<file path="config.mk">
export PLATFORM = sky130hd
export DESIGN_NAME = i2s_tx_flat
export DESIGN_NICKNAME = d
export VERILOG_FILES = /design/src/rtl/i2s_tx_if.sv /design/src/rtl/i2s_tx.sv /design/src/flat_wrapper.sv
export SDC_FILE = /design/constraint.sdc
export NUM_CORES = 1
export LEC_CHECK = 0
export ABC_AREA = 1
export ABC_CLOCK_PERIOD_IN_PS = 1860
export BUFFER_PORTS_ARGS = -buffer_cell sky130_fd_sc_hd__buf_2
export CORE_MARGIN = 3
export CORE_UTILIZATION = 55
export DETAILED_ROUTE_END_ITERATION = 16
export PLACE_DENSITY_LB_ADDON = 0.3
export SLEW_MARGIN = 30
export SYNTH_ARGS = -nofsm -noshare
export SYNTH_HDL_FRONTEND = slang
export SYNTH_SLANG_ARGS = --single-unit
export TNS_END_PERCENT = 10
</file>
<file path="constraint.sdc">
create_clock -name clk -period 1.86 [get_ports clk]
set_input_delay 0.093 -clock clk [delete_from_list [all_inputs] [get_ports clk]]
set_output_delay 0.093 -clock clk [all_outputs]
set_load 0.05 [all_outputs]
</file>
<file path="src/rtl/i2s_tx_if.sv">
// Sample-side and serial-side signals of the i2s_tx stereo serializer.
// The master drives sample strobes and data. The slave (i2s_tx) returns status and the serial frame.
interface i2s_tx_if #(
  parameter int DATA_WIDTH = 24
);
  logic                         valid;
  logic signed [DATA_WIDTH-1:0] left_in;
  logic signed [DATA_WIDTH-1:0] right_in;
  logic                         ready;
  logic                         busy;
  logic                         bclk;
  logic                         lrck;
  logic                         sdata;
  logic                         overrun;

  modport master (
    output valid, left_in, right_in,
    input  ready, busy, bclk, lrck, sdata, overrun
  );

  modport slave (
    input  valid, left_in, right_in,
    output ready, busy, bclk, lrck, sdata, overrun
  );
endinterface

</file>
<file path="src/rtl/i2s_tx.sv">
// Stereo I2S-style serializer.
// A valid strobe in IDLE latches a left/right pair. The pair is shifted out MSB first,
// left-justified in SLOT_WIDTH-bit slots, with a generated bclk/lrck.
// A strobe that arrives while a frame is in flight is dropped and flagged on overrun.
module i2s_tx #(
  parameter int DATA_WIDTH = 24,
  parameter int SLOT_WIDTH = 24,
  parameter int BCLK_HALF  = 2
) (
  input  logic     clk,
  input  logic     rst,     // asynchronous, active low
  i2s_tx_if.slave  bus
);

  localparam int BIT_W = (SLOT_WIDTH > 1) ? $clog2(SLOT_WIDTH) : 1;
  localparam int DIV_W = (BCLK_HALF  > 1) ? $clog2(BCLK_HALF)  : 1;
  localparam logic [BIT_W-1:0] BIT_LAST = BIT_W'(SLOT_WIDTH - 1);
  localparam logic [DIV_W-1:0] DIV_LAST = DIV_W'(BCLK_HALF - 1);

  generate
    if (SLOT_WIDTH < DATA_WIDTH) begin : g_bad_slot
      $error("i2s_tx: SLOT_WIDTH must be >= DATA_WIDTH");
    end
    if (BCLK_HALF < 1) begin : g_bad_half
      $error("i2s_tx: BCLK_HALF must be >= 1");
    end
  endgenerate

  typedef enum logic [1:0] {IDLE, LEFT, RIGHT} state_t;

  state_t                 state, state_nxt;
  logic [SLOT_WIDTH-1:0]  sh_l, sh_r;
  logic [SLOT_WIDTH-1:0]  sh_l_shift, sh_r_shift;
  logic [BIT_W-1:0]       bit_cnt;
  logic [DIV_W-1:0]       div_cnt;
  logic                   bclk_q, lrck_q, sdata_q, ovr_q;
  logic                   load, fall, tick, last_bit;

  // Place a sample MSB-first in its slot. Unused low-order bits are zero padding.
  function automatic logic [SLOT_WIDTH-1:0] slot_align(input logic [DATA_WIDTH-1:0] s);
    return SLOT_WIDTH'(s) << (SLOT_WIDTH - DATA_WIDTH);
  endfunction

  assign sh_l_shift = sh_l << 1;
  assign sh_r_shift = sh_r << 1;

  // State register
  always_ff @(posedge clk or negedge rst) begin
    if (!rst) state <= IDLE;
    else      state <= state_nxt;
  end

  // Next-state logic. Also decodes the load and falling-edge strobes for the datapath.
  always_comb begin
    state_nxt = state;
    load      = 1'b0;
    fall      = 1'b0;
    tick      = (div_cnt == DIV_LAST);
    last_bit  = (bit_cnt == BIT_LAST);
    case (state)
      IDLE: begin
        if (bus.valid) begin
          state_nxt = LEFT;
          load      = 1'b1;
        end
      end
      LEFT: begin
        if (tick && bclk_q) begin
          fall = 1'b1;
          if (last_bit) state_nxt = RIGHT;
        end
      end
      RIGHT: begin
        if (tick && bclk_q) begin
          fall = 1'b1;
          if (last_bit) state_nxt = IDLE;
        end
      end
      default: state_nxt = IDLE;
    endcase
  end

  // Shift registers, bit clock divider, serial outputs and overrun flag
  always_ff @(posedge clk or negedge rst) begin
    if (!rst) begin
      sh_l    <= '0;
      sh_r    <= '0;
      bit_cnt <= '0;
      div_cnt <= '0;
      bclk_q  <= 1'b0;
      lrck_q  <= 1'b0;
      sdata_q <= 1'b0;
      ovr_q   <= 1'b0;
    end else begin
      // A strobe outside IDLE is never accepted. Flag it for exactly one cycle.
      ovr_q <= bus.valid && (state != IDLE);
      if (load) begin
        sh_l    <= slot_align(bus.left_in);
        sh_r    <= slot_align(bus.right_in);
        sdata_q <= bus.left_in[DATA_WIDTH-1];
        bit_cnt <= '0;
        div_cnt <= '0;
        bclk_q  <= 1'b0;
        lrck_q  <= 1'b0;
      end else if (state != IDLE) begin
        if (tick) begin
          div_cnt <= '0;
          bclk_q  <= ~bclk_q;
        end else begin
          div_cnt <= div_cnt + 1'b1;
        end
        // sdata only moves on the bclk falling edge, so it is stable at every rise
        if (fall) begin
          bit_cnt <= last_bit ? '0 : bit_cnt + 1'b1;
          if (state == LEFT) begin
            sh_l <= sh_l_shift;
            if (last_bit) begin
              lrck_q  <= 1'b1;
              sdata_q <= sh_r[SLOT_WIDTH-1];
            end else begin
              sdata_q <= sh_l_shift[SLOT_WIDTH-1];
            end
          end else begin
            if (last_bit) begin
              sh_r    <= '0;
              lrck_q  <= 1'b0;
              sdata_q <= 1'b0;
            end else begin
              sh_r    <= sh_r_shift;
              sdata_q <= sh_r_shift[SLOT_WIDTH-1];
            end
          end
        end
      end
    end
  end

  assign bus.ready   = (state == IDLE);
  assign bus.busy    = (state != IDLE);
  assign bus.bclk    = bclk_q;
  assign bus.lrck    = lrck_q;
  assign bus.sdata   = sdata_q;
  assign bus.overrun = ovr_q;

endmodule

</file>
<file path="src/flat_wrapper.sv">
// flat-port wrapper written by rule: the top's interface ports become plain ports
module i2s_tx_flat 
#(
  parameter int DATA_WIDTH = 24,
  parameter int SLOT_WIDTH = 24,
  parameter int BCLK_HALF  = 2
)
  (clk, rst, bus_valid, bus_left_in, bus_right_in, bus_ready, bus_busy, bus_bclk, bus_lrck, bus_sdata, bus_overrun);
  i2s_tx_if #(.DATA_WIDTH(DATA_WIDTH)) bus_i ();
  input  logic clk;
  input  logic rst;
  input wire logic [$bits(bus_i.valid)-1:0] bus_valid;
  input wire logic [$bits(bus_i.left_in)-1:0] bus_left_in;
  input wire logic [$bits(bus_i.right_in)-1:0] bus_right_in;
  output wire logic [$bits(bus_i.ready)-1:0] bus_ready;
  output wire logic [$bits(bus_i.busy)-1:0] bus_busy;
  output wire logic [$bits(bus_i.bclk)-1:0] bus_bclk;
  output wire logic [$bits(bus_i.lrck)-1:0] bus_lrck;
  output wire logic [$bits(bus_i.sdata)-1:0] bus_sdata;
  output wire logic [$bits(bus_i.overrun)-1:0] bus_overrun;
  assign bus_i.valid = bus_valid;
  assign bus_i.left_in = bus_left_in;
  assign bus_i.right_in = bus_right_in;
  assign bus_ready = bus_i.ready;
  assign bus_busy = bus_i.busy;
  assign bus_bclk = bus_i.bclk;
  assign bus_lrck = bus_i.lrck;
  assign bus_sdata = bus_i.sdata;
  assign bus_overrun = bus_i.overrun;
  i2s_tx #(.DATA_WIDTH(DATA_WIDTH), .SLOT_WIDTH(SLOT_WIDTH), .BCLK_HALF(BCLK_HALF)) u_core (.clk(clk), .rst(rst), .bus(bus_i));
endmodule
</file>
==> results.sh <==
export IMPL_synth_nets=487
export IMPL_grtUsageMet1_pct=28.4
export IMPL_syn_to_final_growth_pct=17.9
export IMPL_grtUsageMet2_pct=36.5
export IMPL_cts_root_buf="clkbuf_8"
export IMPL_final_area_um2=3670
export IMPL_path_cells="inv_1, ha_4, nand2_2, nor2_8, nor2_8, nor2_8, inv_2, nand2_1, nand2_1"
export IMPL_die_h_um=81.3
export IMPL_cp_depth=9
export IMPL_synth_cell_types=23
export IMPL_power_density_nw_per_um2=1530
export IMPL_synth_top_area_share_pct=47.4
export IMPL_antenna_found_initial=0
export IMPL_endpoint_kind="flop"
export IMPL_worstMarginPinSlew_ns=0.494
export IMPL_cp_start_kind="flop"
export IMPL_drv_slew=0
export IMPL_wl_per_cell_um=11.9
export IMPL_holdWs_ns=0.0224
export IMPL_dp_final_hpwl_um=4680
export IMPL_drc=0
export IMPL_n_antenna_cell=0
export IMPL_yosysTopAreaCell="dfrtp_1"
export IMPL_cp_slowest_cell="dfrtp_1"
export IMPL_p_total_w=0.00564
export IMPL_pin_count=57
export IMPL_syn_area_um2=3120
export IMPL_critical_path_class="reg -> reg"
export IMPL_drive_above_1_share_pct=18.5
export IMPL_clock_sinks=59
export IMPL_synth_edff_count=0
export IMPL_synth_async_reset_ratio_pct=100
export IMPL_synth_main_ff_cell="dfrtp_1"
export IMPL_num_fill_cells=454
export IMPL_rsz0062_at_grt="true"
export IMPL_first_iter_violations=186
export IMPL_initial_core_util_pct=58.8
export IMPL_nets=546
export IMPL_fp_dieW_um=81.3
export IMPL_cts_tree="yes"
export IMPL_gr_total_overflow=0
export IMPL_path_clk_slew_ns=0.06
export IMPL_max_vdd_ir_drop_mv=0.821
export IMPL_finalCritPeriodShare_pct=94.8
export IMPL_insertion_delay_ns=0.34
export IMPL_core_rowCount=26
export IMPL_cp_required_ns=2.13
export IMPL_seq_area_frac_synth_pct=47.4
export IMPL_yosys_top_cells_area="dfrtp_1 47%, nand2_1 32%, nand3_1 5.1%"
export IMPL_min_path_type="in -> reg"
export IMPL_cp_max_fo=23
export IMPL_drt_pass1_iterations=6
export IMPL_yosysWarnings=0
export IMPL_core_area_um2=5300
export IMPL_worstPathArrival_ns=2.03
export IMPL_die_area_um2=6610
export IMPL_hold_viol=0
export IMPL_cts_buffers=9
export IMPL_crit_buf_inv=2
export IMPL_min_path_cells=3
export IMPL_postRouteAntennaNets=0
export IMPL_grt_max_degree=30
export IMPL_outcome="finished clean"
export IMPL_placed_cell_area_um2=3450
export IMPL_postCtsSetupBuffers=0
export IMPL_ys_top_cells_by_count="262 x nand2_1, 59 x dfrtp_1, 32 x nand3_1, 11 x inv_1, 11 x o21ai_0"
export IMPL_gp_congestion=0.820
export IMPL_yosysMostFrequentCell="nand2_1"
export IMPL_grt_pass1_wl_um=11300
export IMPL_grt_pass1_vias=2526
export IMPL_track_usage_pct=22.5
export IMPL_postSynthRegisterBits=59
export IMPL_grtUsageMet3_pct=6.21
export IMPL_relSlewSlack_pct=67.1
export IMPL_postSynthCellCount=430
export IMPL_r2r_cells=9
export IMPL_via_count=2805
export IMPL_max_cap_viol_count=0
export IMPL_slowest_delay_ns=0.42
export IMPL_syn_avg_cell_area_um2=7.25
export IMPL_worst_clock_skew_ns=0.00796
export IMPL_leakagePower_nw=2.15
export IMPL_port_buffers=56
export IMPL_htreeDepth=3
export IMPL_wl_um=6690
export IMPL_setup_violations_final=0
export IMPL_timing_fmax_mhz=567
export IMPL_cpMostUsedCell="nor2_8"
export IMPL_viasPerCell=4.99
export IMPL_max_clock_path_buffers=2
export IMPL_cp_top_family="simple AND/OR/NAND/NOR gates"
export IMPL_grt_busiest_layer="met2"
export IMPL_period_needed_ns=1.76
-- cell families after synthesis --
| family | Yosys count | synth area share [%] |
|---|---|---|
| buffers and inverters | 34 | 5.74 |
| XOR/XNOR | 1 | 0.281 |
| AO/OA/AOI/OAI | 17 | 3.05 |
| AND/OR/NAND/NOR | 313 | 41.2 |
| adder cells (fa/ha/maj) | 6 | 2.41 |
| flip-flops | 59 | 47.4 |
-- layout make-up --
type | instances | area (µm²) | share of cell area [%]
clock buffers | 11 | 141 | 3.85
clock inverters | 3 | 40.0 | 1.09
inverters | 14 | 55.1 | 1.50
multi-input cells | 337 | 1480 | 40.3
flip-flops and latches | 59 | 1480 | 40.2
well taps | 70 | 87.6 | 2.38
repair buffers | 68 | 394 | 10.7
-- repair_timing --
item,4_1_cts,5_1_grt
gates resized for setup,0,2
hold buffers,3,0
hold endpoints to repair,23,0
endpoints found under the setup margin,0,44
-- power by group --
part           switching, W  total (W)  internal (W)
Clock              0.000472    0.00111      0.000636
Sequential         0.000284    0.00205       0.00176
Combinational       0.00163    0.00248      0.000850
-- metrics by stage --
stage / util [%] / setup WS [ns] / TNS (ns) / std cells
after floorplan: - / 0.0888 / 0 / 430
after global placement: 65.1 / 0.153 / 0 / 545
after detailed placement: 65.1 / 0.100 / 0 / 545
after CTS: 69.1 / 0.0827 / 0 / 562
after global routing: 69.3 / -0.0488 / -0.337 / 562
final: 69.3 / 0.0962 / 0 / 562
-- metal layers --
layer | wire, µm | part of all wire [%]
met1 | 3030 | 45
met4 | 93 | 1.4
met3 | 393 | 5.9
met5 | 0 | 0
met2 | 3170 | 47
-- worst min-delay path: cells and delay by family --
kind | cells | cell delay, ns
buffers and inverters | 1 | 0.08
AO/OA/AOI/OAI | 1 | 0.07
AND/OR/NAND/NOR | 1 | 0.07
-- final timing paths --
path / startpoint / end / slack [ns]
max: u_core.state[0] / u_core.sh_r[22] / 0.1
min reg2reg: u_core.sh_r[21] / u_core.sh_r[21] / 0.48
max reg2reg: u_core.state[0] / u_core.sh_r[22] / 0.1
min in group asynchronous: rst / u_core.sh_r[4] / 0.25
min: bus_right_in[0] / u_core.sh_r[0] / 0.02
max in group asynchronous: rst / u_core.sh_l[2] / 0.95
-- sequential cells by signal, summed over array words and instances, names as in the netlist --
name,count
u_core.sh_r,24
u_core.bus.lrck,1
u_core.div_cnt,1
u_core.bus.overrun,1
u_core.bus.bclk,1
u_core.bit_cnt,5
u_core.state,2
u_core.sh_l,23
u_core.bus.sdata,1
-- layout by cell type, fill, tap and decap left out, types with 3 or more instances in the layout --
master,n
nand2_1,262
nor2_8,3
dfrtp_1,59
a21oi_1,3
inv_1,11
clkbuf_8,10
nand3_1,32
buf_4,7
buf_2,56
nor2_1,10
ha_1,5
o21ai_0,11
dlygate4sd3_1,3
Note: power is estimated with default switching activity, not from simulation.
